<file path="src/rtl/uart_pkg.sv">
// Shared definitions for the parametrised UART transmitter: parity modes,
// serialiser states and elaboration-time helpers.
package uart_pkg;

    localparam int unsigned PAR_NONE = 0;
    localparam int unsigned PAR_EVEN = 1;
    localparam int unsigned PAR_ODD  = 2;

    typedef enum logic [2:0] {
        ST_IDLE,
        ST_START,
        ST_DATA,
        ST_PARITY,
        ST_STOP
    } uart_state_e;

    // Clocks per line bit; a zero baud yields 0 so the range check can reject it.
    function automatic int unsigned uart_div(input int unsigned clk_hz, input int unsigned baud);
        return (baud == 0) ? 0 : clk_hz / baud;
    endfunction

    function automatic int unsigned uart_frame_len(input int unsigned data_bits,
                                                   input int unsigned parity,
                                                   input int unsigned stop_bits,
                                                   input int unsigned div);
        return (1 + data_bits + ((parity != PAR_NONE) ? 1 : 0) + stop_bits) * div;
    endfunction

endpackage

</file>
<file path="src/rtl/uart_sync_fifo.sv">
// Single-clock FIFO with first-word-fall-through output; DEPTH is a power of two
// so pointers wrap naturally.
module uart_sync_fifo #(
    parameter int unsigned WIDTH = 8,
    parameter int unsigned DEPTH = 4
) (
    input  logic                         clock,
    input  logic                         reset,
    input  logic                         push,
    input  logic [WIDTH-1:0]             din,
    input  logic                         pop,
    output logic [WIDTH-1:0]             dout,
    output logic [$clog2(DEPTH+1)-1:0]   level,
    output logic                         full,
    output logic                         empty
);

    localparam int unsigned PTR_W = $clog2(DEPTH);
    localparam int unsigned LVL_W = $clog2(DEPTH + 1);

    logic [WIDTH-1:0] mem [DEPTH];
    logic [PTR_W-1:0] wr_ptr;
    logic [PTR_W-1:0] rd_ptr;
    logic             do_push;
    logic             do_pop;

    assign full    = (level == LVL_W'(DEPTH));
    assign empty   = (level == '0);
    assign do_push = push && !full;
    assign do_pop  = pop && !empty;
    assign dout    = mem[rd_ptr];

    // Storage needs no reset: contents are unreachable once the pointers clear.
    always_ff @(posedge clock) begin
        if (do_push) begin
            mem[wr_ptr] <= din;
        end
    end

    always_ff @(posedge clock) begin
        if (reset) begin
            wr_ptr <= '0;
            rd_ptr <= '0;
            level  <= '0;
        end else begin
            if (do_push) begin
                wr_ptr <= wr_ptr + PTR_W'(1);
            end
            if (do_pop) begin
                rd_ptr <= rd_ptr + PTR_W'(1);
            end
            case ({do_push, do_pop})
                2'b10:   level <= level + LVL_W'(1);
                2'b01:   level <= level - LVL_W'(1);
                default: level <= level;
            endcase
        end
    end

endmodule

</file>
<file path="src/rtl/uart_tx_fifo_param.sv">
// Parametrised UART transmitter: valid/ready input FIFO feeding a frame
// serialiser that sends queued words back-to-back with no idle gap.
module uart_tx_fifo_param
    import uart_pkg::*;
#(
    parameter int unsigned CLK_FREQ_HZ = 27000000,
    parameter int unsigned BAUD        = 115200,
    parameter int unsigned DATA_BITS   = 8,
    parameter int unsigned PARITY      = 0,
    parameter int unsigned STOP_BITS   = 1,
    parameter int unsigned FIFO_DEPTH  = 4
) (
    input  logic                              clock,
    input  logic                              reset,
    input  logic [DATA_BITS-1:0]              in_data,
    input  logic                              in_valid,
    output logic                              in_ready,
    output logic                              tx,
    output logic                              tx_busy,
    output logic [$clog2(FIFO_DEPTH+1)-1:0]   fifo_level
);

    localparam int unsigned DIV   = uart_div(CLK_FREQ_HZ, BAUD);
    localparam int unsigned CNT_W = (DIV > 1) ? $clog2(DIV) : 1;
    localparam int unsigned BIT_W = 4;

    if (DIV < 2) begin : g_bad_div
        $error("uart_tx_fifo_param: CLK_FREQ_HZ / BAUD must be at least 2");
    end
    if (DATA_BITS < 5 || DATA_BITS > 9) begin : g_bad_data_bits
        $error("uart_tx_fifo_param: DATA_BITS must be 5..9");
    end
    if (PARITY > PAR_ODD) begin : g_bad_parity
        $error("uart_tx_fifo_param: PARITY must be 0, 1 or 2");
    end
    if (STOP_BITS < 1 || STOP_BITS > 2) begin : g_bad_stop_bits
        $error("uart_tx_fifo_param: STOP_BITS must be 1 or 2");
    end
    if (FIFO_DEPTH < 2 || (FIFO_DEPTH & (FIFO_DEPTH - 1)) != 0) begin : g_bad_depth
        $error("uart_tx_fifo_param: FIFO_DEPTH must be a power of two >= 2");
    end

    uart_state_e            state_q, state_d;
    logic [CNT_W-1:0]       baud_q, baud_d;
    logic [BIT_W-1:0]       bit_q, bit_d;
    logic [DATA_BITS-1:0]   shift_q, shift_d;
    logic                   par_q, par_d;
    logic                   tx_q, tx_d;
    logic                   load_c;
    logic                   bit_end_c;
    logic [DATA_BITS-1:0]   fifo_dout;
    logic                   fifo_full;
    logic                   fifo_empty;

    assign in_ready = !fifo_full;
    assign tx       = tx_q;
    assign tx_busy  = (state_q != ST_IDLE) || (fifo_level != '0);

    uart_sync_fifo #(
        .WIDTH (DATA_BITS),
        .DEPTH (FIFO_DEPTH)
    ) u_fifo (
        .clock (clock),
        .reset (reset),
        .push  (in_valid && in_ready),
        .din   (in_data),
        .pop   (load_c),
        .dout  (fifo_dout),
        .level (fifo_level),
        .full  (fifo_full),
        .empty (fifo_empty)
    );

    always_ff @(posedge clock) begin
        if (reset) begin
            state_q <= ST_IDLE;
            baud_q  <= '0;
            bit_q   <= '0;
            shift_q <= '0;
            par_q   <= 1'b0;
            tx_q    <= 1'b1;
        end else begin
            state_q <= state_d;
            baud_q  <= baud_d;
            bit_q   <= bit_d;
            shift_q <= shift_d;
            par_q   <= par_d;
            tx_q    <= tx_d;
        end
    end

    // Next-state: each bit lasts DIV clocks; bit_q counts data bits, then stop bits.
    always_comb begin
        state_d   = state_q;
        baud_d    = baud_q;
        bit_d     = bit_q;
        shift_d   = shift_q;
        par_d     = par_q;
        tx_d      = tx_q;
        load_c    = 1'b0;
        bit_end_c = (baud_q == CNT_W'(DIV - 1));

        if (state_q != ST_IDLE) begin
            baud_d = bit_end_c ? '0 : baud_q + CNT_W'(1);
        end

        case (state_q)
            ST_IDLE: begin
                tx_d   = 1'b1;
                load_c = !fifo_empty;
            end
            ST_START: begin
                if (bit_end_c) begin
                    state_d = ST_DATA;
                    tx_d    = shift_q[0];
                    shift_d = shift_q >> 1;
                    bit_d   = '0;
                end
            end
            ST_DATA: begin
                if (bit_end_c) begin
                    if (bit_q == BIT_W'(DATA_BITS - 1)) begin
                        bit_d = '0;
                        if (PARITY != PAR_NONE) begin
                            state_d = ST_PARITY;
                            tx_d    = par_q;
                        end else begin
                            state_d = ST_STOP;
                            tx_d    = 1'b1;
                        end
                    end else begin
                        tx_d    = shift_q[0];
                        shift_d = shift_q >> 1;
                        bit_d   = bit_q + BIT_W'(1);
                    end
                end
            end
            ST_PARITY: begin
                if (bit_end_c) begin
                    state_d = ST_STOP;
                    tx_d    = 1'b1;
                    bit_d   = '0;
                end
            end
            ST_STOP: begin
                if (bit_end_c) begin
                    if (bit_q == BIT_W'(STOP_BITS - 1)) begin
                        state_d = ST_IDLE;
                        load_c  = !fifo_empty;
                    end else begin
                        bit_d = bit_q + BIT_W'(1);
                    end
                end
            end
            default: begin
                state_d = ST_IDLE;
                tx_d    = 1'b1;
            end
        endcase

        // Frame start, from IDLE or straight out of the last stop clock.
        if (load_c) begin
            state_d = ST_START;
            shift_d = fifo_dout;
            par_d   = (^fifo_dout) ^ 1'(PARITY == PAR_ODD);
            tx_d    = 1'b0;
            baud_d  = '0;
            bit_d   = '0;
        end
    end

endmodule

</file>
<file path="config.mk">
export PLATFORM = sky130hd
export DESIGN_NAME = uart_tx_fifo_param
export DESIGN_NICKNAME = d
export VERILOG_FILES = /design/src/rtl/uart_pkg.sv /design/src/rtl/uart_sync_fifo.sv /design/src/rtl/uart_tx_fifo_param.sv
export SDC_FILE = /design/constraint.sdc
export NUM_CORES = 1
export LEC_CHECK = 0
export ABC_AREA = 1
export CORE_MARGIN = 2
export CORE_UTILIZATION = 35
export CTS_CLUSTER_DIAMETER = 150
export CTS_CLUSTER_SIZE = 16
export DETAILED_ROUTE_END_ITERATION = 12
export PLACE_DENSITY = 0.59
export SYNTH_ARGS = -nofsm -noshare
export SYNTH_HDL_FRONTEND = slang
export SYNTH_HIERARCHICAL = 1
export SYNTH_SLANG_ARGS = --single-unit
</file>
<file path="constraint.sdc">
create_clock -name clock -period 7 [get_ports clock]
set_input_delay 1.4 -clock clock [delete_from_list [all_inputs] [get_ports clock]]
set_output_delay 1.4 -clock clock [all_outputs]
set_load 0.005 [all_outputs]
</file>
==> metrics.yaml <==
status:
  outcome: "finished clean"
clock_tree:
  clk_pin_slew_ps: 80
  numCtsBuffers: 9
  cts_resized: 0
  ctsHoldBuffers: 0
  clock-sinks: 65
  cts-root-buf: "clkbuf_8"
  cts_tree: "built"
  postCtsSetupBuffers: 0
  h-tree-depth: 3
  cts.path.max_buffers: 2
  worstSkewPairLatency_ps: 340
die:
  coreArea_um2: 8680
  die_area_um2: 9660
  die_h_um: 98.3
  fp-row-count: 34
  io_pins: 17
  die_w_um: 98.3
  floorplan.initialDensity: 0.359
setup_path:
  cp.arrival_ps: 1650
  worstPathRequired_ps: 5600
  r2r_cells: 16
  crit_chain: "inv_1 > nand3_1 > inv_1 > inv_1 > clkdlybuf4s50_1"
  rr_startpoint: "u_fifo/level[0]"
  crit_fanout: 6
  worst_path_max_delay_cell: "clkdlybuf4s50_1"
  crit_top_cell: "inv_1"
  path_class: "register to output port"
  r2r_end: "u_fifo/level[2]"
  end_kind: "output port"
  slowest_delay_ps: 490
  r2r_slack_ps: 4380
  start_kind: "register"
timing:
  post-route-period-util: 0.436
  maxSlewHeadroom: 0.532
  fmax_mhz: 328
  finalMaxSlewViolations: 0
  worstMarginPinSlew_ps: 699
  setup_ws_ps: 3950
  setup_violations: 0
  layout_min_cycle_time_ps: 3050
  clock_skew_ps: 8.16
  rsz0062_at_grt: "false"
  hold_viol_final: 0
  tns_ps: 0
final_layout:
  nets: 408
  areaGrowthSynthToFinish_pct: 14.4
  layout-drive-gt1-share: 0.0995
  final_common_cell: "nand2_1"
  most-common-layout-cells: "nand2_1 (69), nor2_1 (54), inv_1 (49)"
  num_antenna_cells: 0
pwr:
  leakagePower_nw: 1.45
  p_per_area_nw_per_um2: 383
  vdd_drop_max_mv: 0.189
global_route:
  grt.overflow.total: 0
  grt_pass1_wl_um: 10300
  grt_max_degree: 18
  grt_usage: 0.136
  grt_pass1_vias: 2182
  antenna_found_initial: 0
route:
  avgRoutedWirePerCell_um: 12.1
  ant_nets: 0
  drc_errors: 0
  first_pass_iters: 4
  vias: 2306
  wirelength_um: 6050
  first_iter_violations: 79
  vias_per_cell: 4.61
yosys:
  yosys_warnings: 6
  synth_nets: 386
  synth_cell_types: 30
  synth_area_um2: 3110
  yosysSeqAreaShare: 0.521
  syn_area_per_cell_um2: 8.53
  synthCells: 365
  ys_ff_latch: 65
placed_design:
  hpwl_um: 4390
  routabilityCongestion: 0.821
  dpl_worst_slack_ps: 3700
  io_buffer_count: 16
hold_path:
  hold_class: "register to register"
  whs_endpoint: "shift_q[7]"
  min_path_cells: 2
  hold_start: "shift_q[7]"
flow_run:
  drv_cap: 0
worst max-delay path by stage:
stage               cells past startpoint  slack, ps       startpoint              end
detailed placement                      8       3700         in_valid  u_fifo/level[1]
global route                            5       3770  u_fifo/level[0]         in_ready
CTS                                     5       3920  u_fifo/level[1]         in_ready
finish                                  5       3950  u_fifo/level[1]         in_ready
global placement                        8       3760         in_valid  u_fifo/level[1]
floorplan                               7       4350         in_valid  u_fifo/level[1]
cells by family after synthesis:
group / count (synthesis) / synth area share
simple gates: 175 / 0.256
flops: 65 / 0.521
buf+inv: 60 / 0.0844
compound gates: 53 / 0.0908
fa+ha+maj: 10 / 0.0426
xor+xnor: 2 / 0.00563
metal layers:
layer,GRT usage,vias up,share of wire
li1,-,1229,-
met1,0.181,1043,0.50
met2,0.212,27,0.46
met3,0.0272,7,0.024
met4,0.0695,0,0.016
met5,0,-,0
report_power, final:
group	total (mW)	switching, mW	internal (mW)
Sequential	0.526	0.0521	0.474
Combinational	0.504	0.323	0.181
Clock	0.335	0.163	0.172
Total	1.36	0.538	0.826
registers in the layout, summed over array words and instances (netlist names), named ones only:
name and flops:
baud_q 8, tx 1, bit_q 4, shift_q 8, u_fifo/level 3, u_fifo/wr_ptr 2, u_fifo/mem 32, state_q 3
u_fifo/rd_ptr 2
per-stage QoR:
step           std cells  power (mW)  cell area, um2  utilization  hold slack [ps]
3_3_place_gp         484        1.03            3350        0.386              452
2_1_floorplan        365       0.945            3110            -              434
5_1_grt              500        1.49            3560        0.410              482
3_5_place_dp         484        1.04            3350        0.386              461
6_report             500        1.36            3560        0.410              473
4_1_cts              500        1.38            3560        0.410              474
cell usage after synthesis:
cell | count | area, um2
nor3b_1 | 1 | 7.51
dfxtp_1 | 33 | 661
nand4_1 | 3 | 18.8
nand2_1 | 69 | 259
nand3_2 | 1 | 10.0
nor2_1 | 54 | 203
or2_1 | 1 | 6.26
fa_1 | 1 | 20.0
o21ai_0 | 21 | 105
nor3_1 | 5 | 25.0
xor2_1 | 1 | 8.76
a21oi_1 | 20 | 100
clkinv_1 | 2 | 7.51
nand2_2 | 5 | 31.3
nand2_4 | 3 | 33.8
nand3_4 | 1 | 17.5
buf_6 | 5 | 56.3
o22ai_1 | 8 | 50.1
nor2_4 | 2 | 22.5
edfxtp_1 | 32 | 961
o21ai_2 | 2 | 17.5
o21ai_1 | 2 | 10.0
nand3b_1 | 2 | 15.0
inv_1 | 49 | 184
xnor2_1 | 1 | 8.76
nor2_2 | 3 | 18.8
ha_1 | 9 | 113
nand3_1 | 23 | 115
inv_2 | 4 | 15.0
or2_2 | 2 | 12.5
critical path: cells and delay by family, from the launching register on:
family	cells	cell delay, ps
buffers and inverters	4	740
DFF	1	370
and+or+nand+nor	1	210
layout make-up:
type	instances	area, um2
Fill cell	895	5120
Tap cell	108	135
Sequential cell	65	1620
Clock buffer	9	124
Timing Repair Buffer	16	160
Clock inverter	7	85.1
Multi-Input combinational cell	240	1230
Inverter	55	206
Note: power is estimated with default switching activity, not from simulation.
